`src/rtl/md_aligner_apb_if.sv`:
```
// -----------------------------------------------------------------------------
// md_aligner_apb_if
// Signal bundle for md_aligner_apb: APB register port, MD RX (byte-stream
// input) and MD TX (aligned byte-stream output).
//   slave  : aligner view (APB slave, RX sink, TX source)
//   master : environment view (APB master, RX source, TX sink)
// Parameters: AW = APB address width, DW = MD data width (32/64/128).
// -----------------------------------------------------------------------------
interface md_aligner_apb_if #(
   parameter int AW = 16,
   parameter int DW = 32
);
   localparam int DB = DW / 8;
   localparam int OW = $clog2(DB);
   localparam int SW = OW + 1;

   // APB
   logic [AW-1:0] paddr;
   logic          pwrite;
   logic          psel;
   logic          penable;
   logic [DW-1:0] pwdata;
   logic          pready;
   logic          pslverr;
   logic [DW-1:0] prdata;

   // MD RX
   logic          md_rx_valid;
   logic [DW-1:0] md_rx_data;
   logic [OW-1:0] md_rx_offset;
   logic [SW-1:0] md_rx_size;
   logic          md_rx_ready;
   logic          md_rx_err;

   // MD TX
   logic          md_tx_valid;
   logic [DW-1:0] md_tx_data;
   logic [OW-1:0] md_tx_offset;
   logic [SW-1:0] md_tx_size;
   logic          md_tx_ready;
   logic          md_tx_err;

   modport slave (
      input  paddr, pwrite, psel, penable, pwdata,
      output pready, pslverr, prdata,
      input  md_rx_valid, md_rx_data, md_rx_offset, md_rx_size,
      output md_rx_ready, md_rx_err,
      output md_tx_valid, md_tx_data, md_tx_offset, md_tx_size,
      input  md_tx_ready, md_tx_err
   );

   modport master (
      output paddr, pwrite, psel, penable, pwdata,
      input  pready, pslverr, prdata,
      output md_rx_valid, md_rx_data, md_rx_offset, md_rx_size,
      input  md_rx_ready, md_rx_err,
      input  md_tx_valid, md_tx_data, md_tx_offset, md_tx_size,
      output md_tx_ready, md_tx_err
   );
endinterface

```
`src/rtl/md_aligner_apb.sv`:
```
// -----------------------------------------------------------------------------
// md_aligner_apb
// Byte-stream aligner. RX beats of any legal (size, offset) are packed into a
// circular byte buffer; TX beats are re-emitted at the SIZE/OFFSET held in
// CTRL. Registers: CTRL @0x0 {OFFSET[15:8], SIZE[7:0]},
// STATUS @0x4 {BUF_LVL[31:16], TX_ERR[8], CNT_DROP[7:0]} (W1C bit 8 / bit 9).
// Ports:
//   clk   : clock
//   reset : asynchronous reset, active-high
//   bus   : md_aligner_apb_if.slave (APB, MD RX sink, MD TX source)
// -----------------------------------------------------------------------------
module md_aligner_apb #(
   parameter int AW         = 16,
   parameter int DW         = 32,
   parameter int FIFO_DEPTH = 8
) (
   input logic             clk,
   input logic             reset,
   md_aligner_apb_if.slave bus
);
   localparam int DB    = DW / 8;
   localparam int OW    = $clog2(DB);
   localparam int SW    = OW + 1;
   localparam int BYTES = FIFO_DEPTH * DB;
   localparam int PW    = $clog2(BYTES);
   localparam int LW    = PW + 1;

   localparam logic [AW-1:0] ADDR_CTRL   = AW'(0);
   localparam logic [AW-1:0] ADDR_STATUS = AW'(4);

   // L(size, offset): each size is tested against a constant divisor so no
   // general-purpose modulo is built.
   function automatic logic f_legal(input int unsigned size, input int unsigned off);
      logic ok;
      ok = 1'b0;
      for (int unsigned s = 1; s <= DB; s++) begin
         if (size == s) ok = ((off + s) <= DB) && (((DB + off) % s) == 0);
      end
      return ok;
   endfunction

   logic [7:0]    r_mem [BYTES];
   logic [PW-1:0] r_wr_ptr;
   logic [PW-1:0] r_rd_ptr;
   logic [LW-1:0] r_lvl;
   logic [SW-1:0] r_ctrl_size;
   logic [OW-1:0] r_ctrl_off;
   logic [7:0]    r_cnt_drop;
   logic          r_tx_err;
   logic          r_tx_valid;
   logic [DW-1:0] r_tx_data;
   logic [OW-1:0] r_tx_off;
   logic [SW-1:0] r_tx_size;

   logic [LW-1:0] w_free;
   logic          w_rx_ready;
   logic          w_rx_fire;
   logic          w_rx_legal;
   logic          w_push;
   logic          w_drop;
   logic [DW-1:0] w_rx_shift;
   logic          w_tx_fire;
   logic          w_load;
   logic [DW-1:0] w_pop_bytes;
   logic [DW-1:0] w_tx_data;
   logic          w_apb_acc;
   logic          w_apb_wr;
   logic          w_sel_ctrl;
   logic          w_sel_status;
   logic          w_ctrl_legal;
   logic          w_ctrl_wr;
   logic          w_err_clr;
   logic          w_drop_clr;
   logic [DW-1:0] w_prdata;
   logic          w_pslverr;

   // ---------------- RX side ----------------
   assign w_free     = LW'(BYTES) - r_lvl;
   assign w_rx_ready = ~reset & (w_free >= LW'(DB));
   assign w_rx_fire  = bus.md_rx_valid & w_rx_ready;
   assign w_rx_legal = f_legal(32'(bus.md_rx_size), 32'(bus.md_rx_offset));
   assign w_push     = w_rx_fire & w_rx_legal;
   assign w_drop     = w_rx_fire & ~w_rx_legal;
   // Move the first valid lane down to lane 0 so byte k is the k-th pushed byte.
   assign w_rx_shift = bus.md_rx_data >> {bus.md_rx_offset, 3'b000};

   // ---------------- TX side ----------------
   assign w_tx_fire = r_tx_valid & bus.md_tx_ready;
   assign w_load    = (r_lvl >= LW'(r_ctrl_size)) & (~r_tx_valid | bus.md_tx_ready);

   // NOTE: every always_comb output gets a default first, so no path can infer a latch.
   always_comb begin
      w_pop_bytes = '0;
      for (int k = 0; k < DB; k++) begin
         if (k < int'(r_ctrl_size)) w_pop_bytes[k*8 +: 8] = r_mem[r_rd_ptr + PW'(k)];
      end
   end
   assign w_tx_data = w_pop_bytes << {r_ctrl_off, 3'b000};

   // ---------------- APB ----------------
   assign w_apb_acc    = bus.psel & bus.penable & ~reset;
   assign w_apb_wr     = w_apb_acc & bus.pwrite;
   assign w_sel_ctrl   = (bus.paddr == ADDR_CTRL);
   assign w_sel_status = (bus.paddr == ADDR_STATUS);
   assign w_ctrl_legal = f_legal(32'(bus.pwdata[7:0]), 32'(bus.pwdata[15:8]));
   assign w_ctrl_wr    = w_apb_wr & w_sel_ctrl & w_ctrl_legal;
   assign w_err_clr    = w_apb_wr & w_sel_status & bus.pwdata[8];
   assign w_drop_clr   = w_apb_wr & w_sel_status & bus.pwdata[9];

   always_comb begin
      w_prdata  = '0;
      w_pslverr = 1'b0;
      if (w_apb_acc) begin
         if (w_sel_ctrl) begin
            if (!bus.pwrite) w_prdata[15:0] = {8'(r_ctrl_off), 8'(r_ctrl_size)};
            else             w_pslverr      = ~w_ctrl_legal;
         end else if (w_sel_status) begin
            if (!bus.pwrite) w_prdata[31:0] = {16'(r_lvl), 7'b0, r_tx_err, r_cnt_drop};
         end else begin
            w_pslverr = 1'b1;
         end
      end
   end

   // ---------------- State ----------------
   // NOTE: sequential state uses non-blocking assignments so every register sees pre-edge values.
   always_ff @(posedge clk or posedge reset) begin
      if (reset) begin
         r_wr_ptr    <= '0;
         r_rd_ptr    <= '0;
         r_lvl       <= '0;
         r_ctrl_size <= SW'(1);
         r_ctrl_off  <= '0;
         r_cnt_drop  <= '0;
         r_tx_err    <= 1'b0;
         r_tx_valid  <= 1'b0;
         r_tx_data   <= '0;
         r_tx_off    <= '0;
         r_tx_size   <= '0;
      end else begin
         if (w_push) r_wr_ptr <= r_wr_ptr + PW'(bus.md_rx_size);
         if (w_load) r_rd_ptr <= r_rd_ptr + PW'(r_ctrl_size);
         r_lvl <= r_lvl + (w_push ? LW'(bus.md_rx_size) : LW'(0))
                        - (w_load ? LW'(r_ctrl_size) : LW'(0));

         // Load takes priority: a beat handshaken this cycle is replaced at once.
         if (w_load) begin
            r_tx_valid <= 1'b1;
            r_tx_data  <= w_tx_data;
            r_tx_off   <= r_ctrl_off;
            r_tx_size  <= r_ctrl_size;
         end else if (w_tx_fire) begin
            r_tx_valid <= 1'b0;
         end

         if (w_ctrl_wr) begin
            r_ctrl_size <= SW'(bus.pwdata[7:0]);
            r_ctrl_off  <= OW'(bus.pwdata[15:8]);
         end

         // Clears come first; an event in the same cycle is not lost.
         if (w_err_clr) r_tx_err <= 1'b0;
         if (w_tx_fire && bus.md_tx_err) r_tx_err <= 1'b1;

         if (w_drop_clr) r_cnt_drop <= 8'd0;
         if (w_drop) r_cnt_drop <= w_drop_clr ? 8'd1
                                 : (r_cnt_drop == 8'hFF) ? 8'hFF : r_cnt_drop + 8'd1;
      end
   end

   // NOTE: the byte store has no reset; pointers and level alone decide which bytes are live.
   always_ff @(posedge clk) begin
      if (w_push) begin
         for (int k = 0; k < DB; k++) begin
            if (k < int'(bus.md_rx_size)) r_mem[r_wr_ptr + PW'(k)] <= w_rx_shift[k*8 +: 8];
         end
      end
   end

   assign bus.pready       = w_apb_acc;
   assign bus.pslverr      = w_pslverr;
   assign bus.prdata       = w_prdata;
   assign bus.md_rx_ready  = w_rx_ready;
   assign bus.md_rx_err    = w_drop;
   assign bus.md_tx_valid  = r_tx_valid;
   assign bus.md_tx_data   = r_tx_data;
   assign bus.md_tx_offset = r_tx_off;
   assign bus.md_tx_size   = r_tx_size;
endmodule
```
`src/flat_wrapper.sv`:
```
// flat-port wrapper written by rule: the top's interface ports become plain ports
module md_aligner_apb_flat 
#(
   parameter int AW         = 16,
   parameter int DW         = 32,
   parameter int FIFO_DEPTH = 8
)
  (clk, reset, bus_paddr, bus_pwrite, bus_psel, bus_penable, bus_pwdata, bus_pready, bus_pslverr, bus_prdata, bus_md_rx_valid, bus_md_rx_data, bus_md_rx_offset, bus_md_rx_size, bus_md_rx_ready, bus_md_rx_err, bus_md_tx_valid, bus_md_tx_data, bus_md_tx_offset, bus_md_tx_size, bus_md_tx_ready, bus_md_tx_err);
  md_aligner_apb_if #(.AW(AW), .DW(DW)) bus_i ();
  input logic clk;
  input logic reset;
  input wire logic [$bits(bus_i.paddr)-1:0] bus_paddr;
  input wire logic [$bits(bus_i.pwrite)-1:0] bus_pwrite;
  input wire logic [$bits(bus_i.psel)-1:0] bus_psel;
  input wire logic [$bits(bus_i.penable)-1:0] bus_penable;
  input wire logic [$bits(bus_i.pwdata)-1:0] bus_pwdata;
  output wire logic [$bits(bus_i.pready)-1:0] bus_pready;
  output wire logic [$bits(bus_i.pslverr)-1:0] bus_pslverr;
  output wire logic [$bits(bus_i.prdata)-1:0] bus_prdata;
  input wire logic [$bits(bus_i.md_rx_valid)-1:0] bus_md_rx_valid;
  input wire logic [$bits(bus_i.md_rx_data)-1:0] bus_md_rx_data;
  input wire logic [$bits(bus_i.md_rx_offset)-1:0] bus_md_rx_offset;
  input wire logic [$bits(bus_i.md_rx_size)-1:0] bus_md_rx_size;
  output wire logic [$bits(bus_i.md_rx_ready)-1:0] bus_md_rx_ready;
  output wire logic [$bits(bus_i.md_rx_err)-1:0] bus_md_rx_err;
  output wire logic [$bits(bus_i.md_tx_valid)-1:0] bus_md_tx_valid;
  output wire logic [$bits(bus_i.md_tx_data)-1:0] bus_md_tx_data;
  output wire logic [$bits(bus_i.md_tx_offset)-1:0] bus_md_tx_offset;
  output wire logic [$bits(bus_i.md_tx_size)-1:0] bus_md_tx_size;
  input wire logic [$bits(bus_i.md_tx_ready)-1:0] bus_md_tx_ready;
  input wire logic [$bits(bus_i.md_tx_err)-1:0] bus_md_tx_err;
  assign bus_i.paddr = bus_paddr;
  assign bus_i.pwrite = bus_pwrite;
  assign bus_i.psel = bus_psel;
  assign bus_i.penable = bus_penable;
  assign bus_i.pwdata = bus_pwdata;
  assign bus_pready = bus_i.pready;
  assign bus_pslverr = bus_i.pslverr;
  assign bus_prdata = bus_i.prdata;
  assign bus_i.md_rx_valid = bus_md_rx_valid;
  assign bus_i.md_rx_data = bus_md_rx_data;
  assign bus_i.md_rx_offset = bus_md_rx_offset;
  assign bus_i.md_rx_size = bus_md_rx_size;
  assign bus_md_rx_ready = bus_i.md_rx_ready;
  assign bus_md_rx_err = bus_i.md_rx_err;
  assign bus_md_tx_valid = bus_i.md_tx_valid;
  assign bus_md_tx_data = bus_i.md_tx_data;
  assign bus_md_tx_offset = bus_i.md_tx_offset;
  assign bus_md_tx_size = bus_i.md_tx_size;
  assign bus_i.md_tx_ready = bus_md_tx_ready;
  assign bus_i.md_tx_err = bus_md_tx_err;
  md_aligner_apb #(.AW(AW), .DW(DW), .FIFO_DEPTH(FIFO_DEPTH)) u_core (.clk(clk), .reset(reset), .bus(bus_i));
endmodule
```
`config.mk`:
```
export PLATFORM = sky130hd
export DESIGN_NAME = md_aligner_apb_flat
export DESIGN_NICKNAME = d
export VERILOG_FILES = /design/src/rtl/md_aligner_apb_if.sv /design/src/rtl/md_aligner_apb.sv /design/src/flat_wrapper.sv
export SDC_FILE = /design/constraint.sdc
export NUM_CORES = 1
export LEC_CHECK = 0
export CAP_MARGIN = 10
export CORE_ASPECT_RATIO = 2
export CORE_MARGIN = 2
export CORE_UTILIZATION = 44
export DETAILED_ROUTE_END_ITERATION = 7
export MAX_ROUTING_LAYER = met4
export PLACE_DENSITY_LB_ADDON = 0.05
export SLEW_MARGIN = 20
export SYNTH_ARGS = -nofsm -noshare
export SYNTH_HDL_FRONTEND = slang
export SYNTH_SLANG_ARGS = --single-unit
```
`constraint.sdc`:
```
create_clock -name clk -period 11.1 [get_ports clk]
set_input_delay 1.11 -clock clk [delete_from_list [all_inputs] [get_ports clk]]
set_output_delay 1.11 -clock clk [all_outputs]
set_load 0.01 [all_outputs]
```
==> flow_metrics.py <==
metrics = {
    "finish": {
        "synthToLayoutAreaGrowth_pct": 10.5,
        "drive_above_1_share": 0.165,
        "postLayoutCoreUtil": 0.491,
        "fillers": 6389,
        "final_nets": 3375,
        "regArea_um2": 9400,
        "multiInputGateArea_um2": 19700,
    },
    "detailed_routing": {
        "routedWlPerCell_um": 32.2,
        "avgViaCountPerCell": 6.88,
        "drc": 0,
        "wirelength_um": 134000,
        "drtAntennaViolNets": 0,
        "vias": 28700,
        "drt_iter0_drc": 3342,
        "firstDrtPassIters": 6,
    },
    "worst_setup_path": {
        "cp_data_arrival_time_ps": 8460,
        "r2r_cells": 10,
        "cp.required_ps": 9990,
        "rr_endpoint": "u_core.bus.md_tx_data[26]$_DFFE_PP0P_",
        "worstSetupPathType": "in -> out",
        "critPathMaxFanout": 14,
        "r2r_slack_ps": 5740,
        "crit_end": "bus_pslverr",
        "end_kind": "output port",
        "cp-start-kind": "input port",
        "path_common_cell": "ha_1",
        "cp_slowest_cell": "clkdlybuf4s50_1",
        "reg2reg_from": "u_core.r_rd_ptr[0]$_DFFE_PP0P_",
        "crit_start": "bus_pwdata[11]",
        "slowest_delay_ps": 700,
    },
    "placement": {
        "globalplace.congestion": 1.03,
        "port-buffer-count": 134,
        "hpwl_um": 97000,
    },
    "timing": {
        "fin_crit_sh": 0.862,
        "report.final.slew_viol_count": 0,
        "hold_violations": 0,
        "slew_headroom": 0.205,
        "rsz0062_at_grt": "no",
        "tns_ps": 0,
        "timing.fmax_mhz": 104,
        "min_period_ps": 9570,
        "worst_slew_pin_slew_ps": 1190,
        "finClkSkew_ps": 19.4,
        "setup_violations": 0,
    },
    "global_route": {
        "grt_pass1_vias": 27500,
        "grt_max_degree": 67,
        "grt_pass1_wl_um": 191000,
        "grt_overflow": 0,
        "grt.total_usage": 0.385,
        "antenna_found_initial": 2,
    },
    "logic_synthesis": {
        "synth-seq-cells": 324,
        "synth.largest_area_cell": "edfxtp_1",
        "yosysMostFrequentCell": "nand2_1",
        "syn_inst": 3312,
        "synthArstFlopShare": 0.210,
        "netlist_area_um2": 30500,
        "ys_seq_area_frac": 0.308,
        "synthFlopType": "edfxtp_1",
        "yosysUniqueCellTypes": 88,
        "avgSynthCellArea_um2": 9.20,
        "ys_warn_count": 0,
        "synth_edf_count": 256,
        "synth_common_cells": "641 x nand2_1, 585 x o21ai_0, 302 x mux4_2, 295 x clkbuf_1, 256 x edfxtp_1",
        "synth_top_area_share": 0.252,
        "synth_area_leaders": "edfxtp_1 25%, mux4_2 22%, o21ai_0 9.6%",
    },
    "worst_hold_path": {
        "hold_path_class": "reg -> reg",
        "holdCritStartpoint": "u_core.bus.md_tx_data[28]$_DFFE_PP0P_",
        "min_path_cells": 2,
    },
    "die": {
        "ioPinCount": 167,
        "placementRows": 136,
        "coreArea_um2": 68600,
        "die_w_um": 190,
        "start_util": 0.444,
        "dieArea_um2": 71500,
        "die_h_um": 376,
    },
    "power": {
        "p_int_mw": 3.54,
        "power_density_nw_per_um2": 190,
        "clockPowerShare": 0.192,
        "static-leakage-power_nw": 10.5,
        "netSwitchingFraction": 0.447,
        "power_switching_mw": 2.86,
        "seq_power_share": 0.244,
        "ir_worst_vdd_v": 0.000147,
        "p_comb_frac": 0.564,
    },
    "cts": {
        "ctsHoldBuffers": 0,
        "cts_tree": "done",
        "root_buffer": "clkbuf_16",
        "cts.repair.resized": 0,
        "clock_latency_ps": 570,
        "post_cts_buffers": 0,
        "clockBufferDepth": 3,
        "numCtsBuffers": 35,
        "ctsHtreeMaxLevel": 2,
        "cts_sinks": 324,
        "clkSlewWorstSetupHoldPaths_ps": 60,
    },
    "outcome": {
        "status": "finished clean",
    },
    "run": {
        "cap_violations": 0,
    },
}
[flip-flops by register name, indices dropped and copies added, names as in the netlist]
name,flops
u_core.r_ctrl_off,2
u_core.bus.md_tx_size,3
u_core.r_wr_ptr,5
u_core.bus.md_tx_valid,1
u_core.r_cnt_drop,8
u_core.r_lvl,6
u_core.bus.md_tx_data,32
u_core.r_rd_ptr,5
u_core.r_tx_err,1
u_core.bus.md_tx_offset,2
u_core.r_mem,256
u_core.r_ctrl_size,3
[per-layer routing]
metal / wire length [um] / vias to the layer above / GRT usage / part of all wire
met5: 0 / - / - / 0
met4: 15400 / 0 / 0.343 / 0.11
met3: 12300 / 622 / 0.0666 / 0.092
met2: 64000 / 1848 / 0.619 / 0.48
met1: 42600 / 13800 / 0.404 / 0.32
li1: - / 12400 / - / -
[critical path: cells and delay by family]
kind	cells	cell delay, ps
and+or+nand+nor	9	2230
AOI/OAI and AO/OA	9	2310
buffers and inverters	4	1310
adders and majority gates	4	1320
xor gates and xnor gates	1	160
[power groups by stage]
stage / clock network, mW / registers (mW) / logic, mW
global route: 1.27 / 1.58 / 3.78
CTS: 1.23 / 1.56 / 3.51
floorplan: 0 / 1.57 / 2.16
finish: 1.23 / 1.57 / 3.61
global placement: 0 / 1.58 / 3.46
detailed placement: 0 / 1.59 / 3.51
[per-stage QoR]
stage | instances | total power [mW] | hold slack (ps) | area [um2] | setup WS, ps
finish | 4165 | 6.40 | 478 | 33700 | 1530
global route | 4165 | 6.63 | 500 | 33700 | 1120
CTS | 4163 | 6.31 | 483 | 33600 | 1520
detailed placement | 4101 | 5.10 | 470 | 32400 | 1580
global placement | 4099 | 5.04 | 463 | 32400 | 1520
floorplan | 3327 | 3.73 | 466 | 30500 | 3520
[layout by cell type (no fill, tap or decap), drive strengths merged, types with 67 or more instances in the layout]
master and count:
nand2 641, a21oi 70, edfxtp 256, o21ai 585
mux2i 91, dfrtp 67, buf 100, mux4 302
nor2 208, clkdlybuf4s50 133, o211ai 231
[area by class of cell]
type                            count  area share
Multi-Input combinational cell   2599       0.586
Sequential cell                   324       0.279
Timing Repair Buffer              233      0.0620
Tap cell                          897      0.0333
Clock buffer                       44      0.0293
Inverter                           49     0.00550
Clock inverter                     18     0.00461
Antenna cell                        1   0.0000743
[cells by family after synthesis]
| group | count (synthesis) | share of synthesized area |
|---|---|---|
| compound gates | 1024 | 0.203 |
| xor+xnor | 39 | 0.0112 |
| fa+ha+maj | 41 | 0.0180 |
| buf+inv | 404 | 0.0525 |
| flops | 324 | 0.308 |
| mux | 409 | 0.259 |
| other cells | 1 | 0.000123 |
| simple gates | 1070 | 0.147 |
[worst min-delay path by stage]
stage                                             to  slack, ps
6_report       u_core.bus.md_tx_data[28]$_DFFE_PP0P_        480
5_1_grt        u_core.bus.md_tx_data[28]$_DFFE_PP0P_        500
4_1_cts        u_core.bus.md_tx_data[25]$_DFFE_PP0P_        480
3_5_place_dp   u_core.bus.md_tx_data[25]$_DFFE_PP0P_        470
3_3_place_gp    u_core.bus.md_tx_size[1]$_DFFE_PP0P_        460
2_1_floorplan            u_core.r_tx_err$_DFFE_PP0P_        470
No activity file was read; power rests on OpenSTA's default activity.
